--- config.mk ---
export PLATFORM = sky130hd
export DESIGN_NAME = mmio_uart_tx_flat
export DESIGN_NICKNAME = d
export VERILOG_FILES = /design/src/rtl/mmio_uart_tx_if.sv /design/src/rtl/mmio_uart_tx.sv /design/src/flat_wrapper.sv
export SDC_FILE = /design/constraint.sdc
export NUM_CORES = 1
export LEC_CHECK = 0
export CAP_MARGIN = 20
export CORE_MARGIN = 1.5
export CORE_UTILIZATION = 56
export DETAILED_ROUTE_END_ITERATION = 16
export PLACE_DENSITY_LB_ADDON = 0.15
export SLEW_MARGIN = 20
export SYNTH_ARGS = -nofsm -noshare
export SYNTH_HDL_FRONTEND = slang
export SYNTH_SLANG_ARGS = --single-unit
export TNS_END_PERCENT = 50
--- constraint.sdc ---
create_clock -name clk -period 5.1 [get_ports clk]
set_clock_uncertainty 0.05 [all_clocks]
set_input_delay 0.765 -clock clk [delete_from_list [all_inputs] [get_ports clk]]
set_output_delay 0.765 -clock clk [all_outputs]
set_load 0.02 [all_outputs]
--- src/rtl/mmio_uart_tx_if.sv ---
// mmio_uart_tx_if
//   Data-memory bus seen by the UART transmitter.
//   master : processor side (drives addr/wdata/we/re, receives rdata/hit)
//   slave  : peripheral side (the reverse)
//   addr   32  processor data address
//   wdata  32  store data
//   we      1  store strobe
//   re      1  load strobe
//   rdata  32  registered load data
//   hit     1  rdata is valid for this peripheral
interface mmio_uart_tx_if;
  logic [31:0] addr;
  logic [31:0] wdata;
  logic        we;
  logic        re;
  logic [31:0] rdata;
  logic        hit;

  modport master (output addr, wdata, we, re, input rdata, hit);
  modport slave  (input addr, wdata, we, re, output rdata, hit);
endinterface

--- src/rtl/mmio_uart_tx.sv ---
// mmio_uart_tx
//   Memory-mapped 8N1 UART transmitter. Stores to TXDATA push bytes into a
//   small FIFO; a serialiser drains it onto tx. Loads return status and the
//   baud divisor with one cycle of latency.
//   Register window (16 bytes at BASE_ADDR, addr[3:2] selects):
//     0x0 TXDATA  W  push wdata[7:0]; reads 0
//     0x4 STATUS  RW {count[8:4], overflow, busy, empty, full}; wdata[3]=1 clears overflow
//     0x8 BAUDDIV RW bits[15:0]; bit period is BAUDDIV+1 cycles
//     0xC reserved
//   Ports:
//     clk  system clock
//     rst  synchronous active-high reset
//     bus  slave side of the data-memory bus
//     tx   serial output, idles high
module mmio_uart_tx #(
  parameter logic [31:0] BASE_ADDR   = 32'h10000000,
  parameter int          FIFO_DEPTH  = 4,
  parameter logic [15:0] DEFAULT_DIV = 16'd3
) (
  input  logic          clk,
  input  logic          rst,
  mmio_uart_tx_if.slave bus,
  output logic          tx
);

  localparam int         PTR_W     = $clog2(FIFO_DEPTH);
  localparam logic [4:0] DEPTH_CNT = 5'(FIFO_DEPTH);

  typedef enum logic [1:0] {IDLE, START, DATA, STOP} stateT;

  // Bus decode
  logic       sel;
  logic [1:0] regSel;
  logic       readEn;
  logic       txDataWr;
  logic       statusWr;
  logic       divWr;

  // FIFO and configuration state
  logic [7:0]       fifoMem [FIFO_DEPTH];
  logic [PTR_W-1:0] wrPtr;
  logic [PTR_W-1:0] rdPtr;
  logic [4:0]       count;
  logic             overflow;
  logic [15:0]      baudDiv;

  // Serialiser state
  stateT       state;
  logic [15:0] divLatched;
  logic [15:0] divCnt;
  logic [2:0]  bitIdx;
  logic [7:0]  shiftReg;

  logic        fifoFull;
  logic        fifoEmpty;
  logic        bitDone;
  logic        popNow;
  logic        pushNow;
  logic [31:0] readMux;

  // Bits of the bus this block never looks at.
  logic unusedBits;
  assign unusedBits = ^{bus.addr[1:0], bus.wdata[31:16]};

  assign sel      = (bus.addr[31:4] == BASE_ADDR[31:4]);
  assign regSel   = bus.addr[3:2];
  assign readEn   = sel && bus.re;
  assign txDataWr = sel && bus.we && (regSel == 2'd0);
  assign statusWr = sel && bus.we && (regSel == 2'd1);
  assign divWr    = sel && bus.we && (regSel == 2'd2);

  assign fifoFull  = (count == DEPTH_CNT);
  assign fifoEmpty = (count == 5'd0);
  assign bitDone   = (divCnt == divLatched);

  // The serialiser pops from IDLE, or at the last cycle of a stop bit so the
  // next start bit follows with no idle gap.
  assign popNow  = !fifoEmpty && ((state == IDLE) || ((state == STOP) && bitDone));
  // A full FIFO still accepts a byte when a pop frees the head slot this edge.
  assign pushNow = txDataWr && (!fifoFull || popNow);

  // Load data reflects the state before any store sampled on the same edge.
  always_comb begin
    readMux = 32'd0;
    case (regSel)
      2'd1:    readMux = {23'd0, count, overflow, (state != IDLE), fifoEmpty, fifoFull};
      2'd2:    readMux = {16'd0, baudDiv};
      default: readMux = 32'd0;
    endcase
  end

  // FIFO storage; pointers make stale contents unreachable after reset.
  always_ff @(posedge clk) begin
    if (!rst && pushNow) begin
      fifoMem[wrPtr] <= bus.wdata[7:0];
    end
  end

  // Bus registers, FIFO bookkeeping and registered read port.
  always_ff @(posedge clk) begin
    if (rst) begin
      wrPtr     <= '0;
      rdPtr     <= '0;
      count     <= 5'd0;
      overflow  <= 1'b0;
      baudDiv   <= DEFAULT_DIV;
      bus.rdata <= 32'd0;
      bus.hit   <= 1'b0;
    end else begin
      if (pushNow) begin
        wrPtr <= wrPtr + 1'b1;
      end
      if (popNow) begin
        rdPtr <= rdPtr + 1'b1;
      end
      case ({pushNow, popNow})
        2'b10:   count <= count + 5'd1;
        2'b01:   count <= count - 5'd1;
        default: count <= count;
      endcase
      if (txDataWr && !pushNow) begin
        overflow <= 1'b1;
      end else if (statusWr && bus.wdata[3]) begin
        overflow <= 1'b0;
      end
      if (divWr) begin
        baudDiv <= bus.wdata[15:0];
      end
      bus.hit   <= readEn;
      bus.rdata <= readEn ? readMux : 32'd0;
    end
  end

  // Serialiser: each bit lasts divLatched+1 cycles, counted by divCnt.
  always_ff @(posedge clk) begin
    if (rst) begin
      state      <= IDLE;
      tx         <= 1'b1;
      divLatched <= 16'd0;
      divCnt     <= 16'd0;
      bitIdx     <= 3'd0;
      shiftReg   <= 8'd0;
    end else begin
      case (state)
        IDLE: begin
          tx <= 1'b1;
          if (popNow) begin
            shiftReg   <= fifoMem[rdPtr];
            divLatched <= baudDiv;
            divCnt     <= 16'd0;
            state      <= START;
            tx         <= 1'b0;
          end
        end
        START: begin
          if (bitDone) begin
            divCnt <= 16'd0;
            bitIdx <= 3'd0;
            state  <= DATA;
            tx     <= shiftReg[0];
          end else begin
            divCnt <= divCnt + 16'd1;
          end
        end
        DATA: begin
          if (bitDone) begin
            divCnt <= 16'd0;
            if (bitIdx == 3'd7) begin
              state <= STOP;
              tx    <= 1'b1;
            end else begin
              bitIdx   <= bitIdx + 3'd1;
              shiftReg <= shiftReg >> 1;
              tx       <= shiftReg[1];
            end
          end else begin
            divCnt <= divCnt + 16'd1;
          end
        end
        STOP: begin
          if (bitDone) begin
            divCnt <= 16'd0;
            if (popNow) begin
              shiftReg   <= fifoMem[rdPtr];
              divLatched <= baudDiv;
              state      <= START;
              tx         <= 1'b0;
            end else begin
              state <= IDLE;
              tx    <= 1'b1;
            end
          end else begin
            divCnt <= divCnt + 16'd1;
          end
        end
        default: begin
          state <= IDLE;
          tx    <= 1'b1;
        end
      endcase
    end
  end

endmodule
--- src/flat_wrapper.sv ---
// flat-port wrapper written by rule: the top's interface ports become plain ports
module mmio_uart_tx_flat 
#(
  parameter logic [31:0] BASE_ADDR   = 32'h10000000,
  parameter int          FIFO_DEPTH  = 4,
  parameter logic [15:0] DEFAULT_DIV = 16'd3
)
  (clk, rst, tx, bus_addr, bus_wdata, bus_we, bus_re, bus_rdata, bus_hit);
  mmio_uart_tx_if bus_i ();
  input  logic clk;
  input  logic rst;
  output logic tx;
  input wire logic [$bits(bus_i.addr)-1:0] bus_addr;
  input wire logic [$bits(bus_i.wdata)-1:0] bus_wdata;
  input wire logic [$bits(bus_i.we)-1:0] bus_we;
  input wire logic [$bits(bus_i.re)-1:0] bus_re;
  output wire logic [$bits(bus_i.rdata)-1:0] bus_rdata;
  output wire logic [$bits(bus_i.hit)-1:0] bus_hit;
  assign bus_i.addr = bus_addr;
  assign bus_i.wdata = bus_wdata;
  assign bus_i.we = bus_we;
  assign bus_i.re = bus_re;
  assign bus_rdata = bus_i.rdata;
  assign bus_hit = bus_i.hit;
  mmio_uart_tx #(.BASE_ADDR(BASE_ADDR), .FIFO_DEPTH(FIFO_DEPTH), .DEFAULT_DIV(DEFAULT_DIV)) u_core (.clk(clk), .rst(rst), .bus(bus_i), .tx(tx));
endmodule
-- Word-level counts from Yosys, hierarchy flattened
Memory sizes are Yosys's and may differ from the RTL's. A register that Yosys moved wholly into a read port is not among the register bits.
Cells that the tools add are included.
- bitwise operators: 1
- add/sub/neg operators: 6
- reductions and logical operators: 33
- mux-type cells: 36
- eq/ne operators: 17
- operator list (kind ; number):
    one-hot mux 16 bit (2 select lines) ; 3
    two-way mux 16 bit ; 4
    two-way mux 8 bit ; 4
    == test 28 x 25 -> 1 bit, second input constant ; 1
    one-hot mux 8 bit (3 select lines) ; 1
    adder 16 x 1 -> 16 bit, second input constant ; 1
    == test 16 bit ; 1
    two-way mux 2 bit ; 7
    logical AND 1 bit ; 11
    two-way mux 1 bit ; 10
    inequality test 2 x 1 -> 1 bit, second input constant ; 5
    one-hot mux 5 bit (2 select lines) ; 1
    nonzero test 2 bit ; 5
    two-way mux 3 bit ; 3
    == test 2 bit, second input constant ; 4
    one-hot mux 2 bit (4 select lines) ; 1
    AND reduction 4 bit ; 2
    == test 2 x 1 -> 1 bit, second input constant ; 3
    one-hot mux 3 bit (2 select lines) ; 1
    adder 5 x 1 -> 5 bit, second input constant ; 1
    == test 5 x 3 -> 1 bit, second input constant ; 1
    zero test 5 bit ; 1
    AND reduction 5 bit ; 1
    subtractor 5 x 1 -> 5 bit, second input constant ; 1
    14 further kinds ; 20
- register bits after elaboration: 105
- memories kept: 1
- bits in writable memories: 32
- memories (memory ; words ; bits a word ; read ports ; clocked after Yosys merged registers in ; wr ports ; RTL line ; RTL):
    u_core.fifoMem ; 4 ; 8 ; 1 ; 1 ; 1 ; mmio_uart_tx.sv:40 ; logic [7:0] fifoMem [FIFO_DEPTH];

-- Depth between registers and ports, before layout
- depth after elaboration: 9
- gate-level depth with buffers: 16

-- Worst setup path after synthesis
No wires, ideal clock.
- path kind: input-to-reg
- start point: input port bus_addr[27]
- end point: register u_core.count[4]
- required time: 4.922 ns
- stages on the path: 13
- setup time: 0.128 ns
- slack: 1.580 ns
- data arrival time: 3.342 ns
- path buffers: 1
- cells stage by stage: or4b_1 -> nor4_2 -> and2_1 -> nand2b_1 -> ha_1 -> clkbuf_1 -> xor2_1 -> ha_1 -> a21oi_1 -> a32oi_1 -> a21oi_1 -> xnor2_1 -> nor2_1
- longest elaborated chain between the ends: 6
- RTL lines (item ; RTL line ; RTL):
    from (decl) ; flat_wrapper.sv:13 ; input wire logic [$bits(bus_i.addr)-1:0] bus_addr;
    == test 28 x 25 -> 1 bit * ; mmio_uart_tx.sv:65 ; assign sel = (bus.addr[31:4] == BASE_ADDR[31:4]);
    logical AND 1 bit * (2 in series) ; mmio_uart_tx.sv:68 ; assign txDataWr = sel && bus.we && (regSel == 2'd0);
    logical AND 1 bit * ; mmio_uart_tx.sv:80 ; assign pushNow = txDataWr && (!fifoFull || popNow);
    == test 2 x 1 -> 1 bit or == test 2 bit (tied branches) ; mmio_uart_tx.sv:116 ; case ({pushNow, popNow})
    one-hot mux 5 bit (2 select lines) or nonzero test 2 bit (tied branches) ; - ;
    to (signal assigned) ; mmio_uart_tx.sv:117 ; 2'b10: count <= count + 5'd1;
    to (signal assigned) ; mmio_uart_tx.sv:118 ; 2'b01: count <= count - 5'd1;
    to (signal assigned) ; mmio_uart_tx.sv:119 ; default: count <= count;
    to (decl) ; mmio_uart_tx.sv:43 ; logic [4:0] count;
Mark *: on every way between the ends. The rest lies on a longest branch, timed or not.
A chain may end at the register's enable or synchronous reset.

-- Final worst setup path
- start point: input port bus_addr[14]
- end point: register u_core.count[4]
Same word-level chain as after synthesis.

==> summary.txt <==
Outcome
  – Outcome: complete, no violations

Placed design
  – Hpwl dp: 8.06 mm
  – Port Buffers: 67
  – Pre-CTS setup slack: ~960 ps
  – GP Congestion: 0.877

Yosys
  – Ys async rst share: 0%
  – Synthesized area per cell: ~11 um2
  – Post-Synthesis Cell Area: roughly 5500 um2
  – Netlist cell types: between 50 and 60
  – Synth area leaders: dfxtp_1 33%, edfxtp_1 17%, mux2i_1 7.1%, nor2_1 6.0%, xnor2_1 4.6%
  – Yosys warnings: 0
  – Seq/Total Area, Yosys: between 50% and 60%
  – Top FF cell, synth: dfxtp_1
  – Post-Synthesis Cells: 512
  – Synth Register Bits: approximately 120
  – Post-synth top area share: roughly 33%
  – Cell taking the most area after synthesis: dfxtp_1
  – Post-synth EDFFs: 32

Clock tree
  – Post-CTS sizing: 0
  – Clk buf depth: 2
  – # clock sinks: between 100 and 150
  – Clk_lat worst skew: 520 ps
  – CTS clock-pin slew for the worst setup and hold paths: 60 ps
  – # H-tree levels: 4
  – Setup repair bufs after CTS: 0
  – CTS root buf: clkbuf_8
  – CTS Hold Bufs: 0
  – CTS tree: built
  – CTS buffer count: 17

Setup path
  – CP Launch Point: bus_addr[14]
  – Crit. End Element: flip-flop
  – Worst r2r path cells: 14
  – R2R setup slack: 1600 ps
  – Maximum fanout along the worst path: 8
  – R2R Path Start: u_core.divCnt[0]
  – Worst path arrival time: ~4000 ps
  – Startpoint Class: input pin
  – End of the worst register-to-register path: u_core.count[4]
  – Setup CP Type: input pin to flip-flop
  – Critical path required time: roughly 5400 ps

Timing
  – Final setup fails: 0
  – F_max: ~0.28 GHz
  – Setup WS post-layout: between 1500 and 2000 ps
  – Least-Margin Pin Slew: 751 ps
  – Relative slew slack: 49.5%
  – Hold Fails Final Rpt: 0
  – Fin crit period: about 3600 ps
  – Fin. max-slew vios: 0
  – Final worst-path cycle share: 70.2%
  – Setup TNS: 0 ps
  – RSZ-0062 raised after global routing: no

Detailed routing
  – DRT Pass-1 Iters: 4
  – Vias post-DR: between 3000 and 4000
  – First-iteration detailed-routing DRC count: around 190
  – Mean routed wirelength per cell: around 16 um
  – Detailed-route DRC error count: 0
  – Mean number of vias per cell: approximately 5.4
  – Antenna violation net count after detailed routing: 0
  – Detailed Route WL: ~11 mm

Layout
  – Most frequent cells in the layout: 91 x dfxtp_1, 88 x nor2_1, 66 x clkdlybuf4s50_1, 39 x mux2i_1, 32 x edfxtp_1
  – Area added between synthesis and finish: 22.6%
  – Storage element area: between 2000 and 3000 um2
  – Layout cells sized above 1: between 10% and 20%
  – # diodes: 0
  – Commonest non-fill, non-tap cell in the layout: dfxtp_1
  – Area of the multi-input gates: ~2500 um2
  – Fillers: between 700 and 800
  – Utilization after layout: a little over two thirds
  – Nets@finish: about 660

Global routing
  – Global-route wire length before repair: between 15 and 20 mm
  – Number of global-route vias before repair: around 3800
  – Antenna violations before repair: 0
  – Largest net degree at the start of global routing: 64
  – Total grt overflow: 0
  – Gr usage total: a little under a quarter

Die
  – Die area: approximately 10000 um2
  – I/O pins: 102
  – Core Region: 9680 um2
  – Initial Util: a little under three fifths
  – Placement Rows: 36
  – Die Width: ~100 um
  – Die Y: ~100 um

Hold path
  – HP Start: u_core.shiftReg[7]
  – Worst Hold Path EP: u_core.shiftReg[7]
  – HP Class: flip-flop to flip-flop
  – Hold Path Depth: 2

Pwr
  – Combinational share of power: 6.7%
  – Leakage: approximately 2.6 nW
  – Net Sw Frac: between 20% and 30%
  – P_int: between 1.5 and 2 mW
  – Seq pwr share: between 40% and 50%
  – Power per cell area: 342 nW/um2
  – Switching power: between 500 and 600 uW
  – VDD IR max: roughly 250 uV
  – Clock network fraction of design power: a little under 50%

Run
  – Max-cap violations: 0
## flip-flops by register name, summed over array words and instances, names as in the netlist, 3 cells and up, named ones only
register           count
u_core.fifoMem        32
u_core.bitIdx          3
u_core.divCnt         16
u_core.shiftReg        8
u_core.bus.rdata      16
u_core.baudDiv        16
u_core.divLatched     16
u_core.count           5
## power groups by stage
| stage | logic [mW] | clock network (mW) | registers, mW |
|---|---|---|---|
| floorplan | 0.103 | 0 | 1.03 |
| global placement | 0.151 | 0 | 1.03 |
| detailed placement | 0.154 | 0 | 1.03 |
| CTS | 0.154 | 1.17 | 1.01 |
| global route | 0.169 | 1.21 | 1.01 |
| finish | 0.154 | 1.15 | 1.01 |
## stage by stage
| stage | instance area (um2) | hold WS, ps | instances | total power [mW] |
|---|---|---|---|---|
| after floorplan | 5580 | 378 | 527 | 1.14 |
| after global placement | 6190 | 387 | 690 | 1.18 |
| after detailed placement | 6190 | 416 | 690 | 1.19 |
| after CTS | 6770 | 422 | 722 | 2.33 |
| after global routing | 6770 | 458 | 722 | 2.40 |
| final | 6770 | 421 | 722 | 2.32 |
## metal layers
layer	vias to the layer above	part of all wire (%)	routed length [um]	global-route usage [%]
met5	-	0	0	0
met4	0	0.65	74	7.80
met3	9	5.5	626	7.73
met2	109	49	5530	37.5
met1	1895	45	5160	30.0
li1	1909	-	-	-
## worst max path at each step
stage | cells after the start | endpoint | slack (ps)
global placement | 15 | u_core.count[4] | 1100
finish | 15 | u_core.count[4] | 1520
floorplan | 13 | u_core.count[4] | 1580
CTS | 15 | u_core.count[4] | 1510
detailed placement | 15 | u_core.count[4] | 960
global route | 16 | u_core.count[4] | 1240
## cells by family after synthesis
group / after synthesis / share of synthesized area (%)
AO/OA/AOI/OAI: 51 / 6.44
XOR/XNOR: 36 / 5.71
adder cells (fa/ha/maj): 19 / 4.31
buffers and inverters: 52 / 5.17
flip-flops: 123 / 50.4
multiplexers: 55 / 12.0
other: 1 / 0.0679
AND/OR/NAND/NOR: 175 / 15.9
## synthesized netlist by cell type (all sizes together) (3+ instances only)
master / n
xor2: 7
nand2: 12
a21oi: 12
clkbuf: 15
mux4: 8
a22oi: 12
or3: 5
and2: 5
mux2i: 39
nand3: 12
nor2: 89
and3: 13
dfxtp: 91
edfxtp: 32
nand4: 8
buf: 25
nand2b: 4
nor3: 6
inv: 12
ha: 19
xnor2: 29
nor4: 11
a31oi: 3
o21ai: 10
mux2: 8
## critical path, cell delays in order
cell and delay (ps):
clkdlybuf4s50_1 420, nor4_1 280, nand4_1 200, nor4_2 290, buf_4 180, and2_1 160
nand2b_1 100, ha_1 320, xor2_1 180, ha_1 190, a21oi_1 260, a32oi_1 150
a21oi_1 220, xnor2_1 150, nor2_1 50
## area by class of cell
class / instances / area share, %
flip-flops and latches: 123 / 41.1
well taps: 133 / 2.46
clock buffers: 19 / 6.38
inverters: 12 / 0.666
clock inverters: 13 / 2.11
multi-input cells: 352 / 37.1
repair buffers: 70 / 10.2
Note: power is estimated with default switching activity, not from simulation.
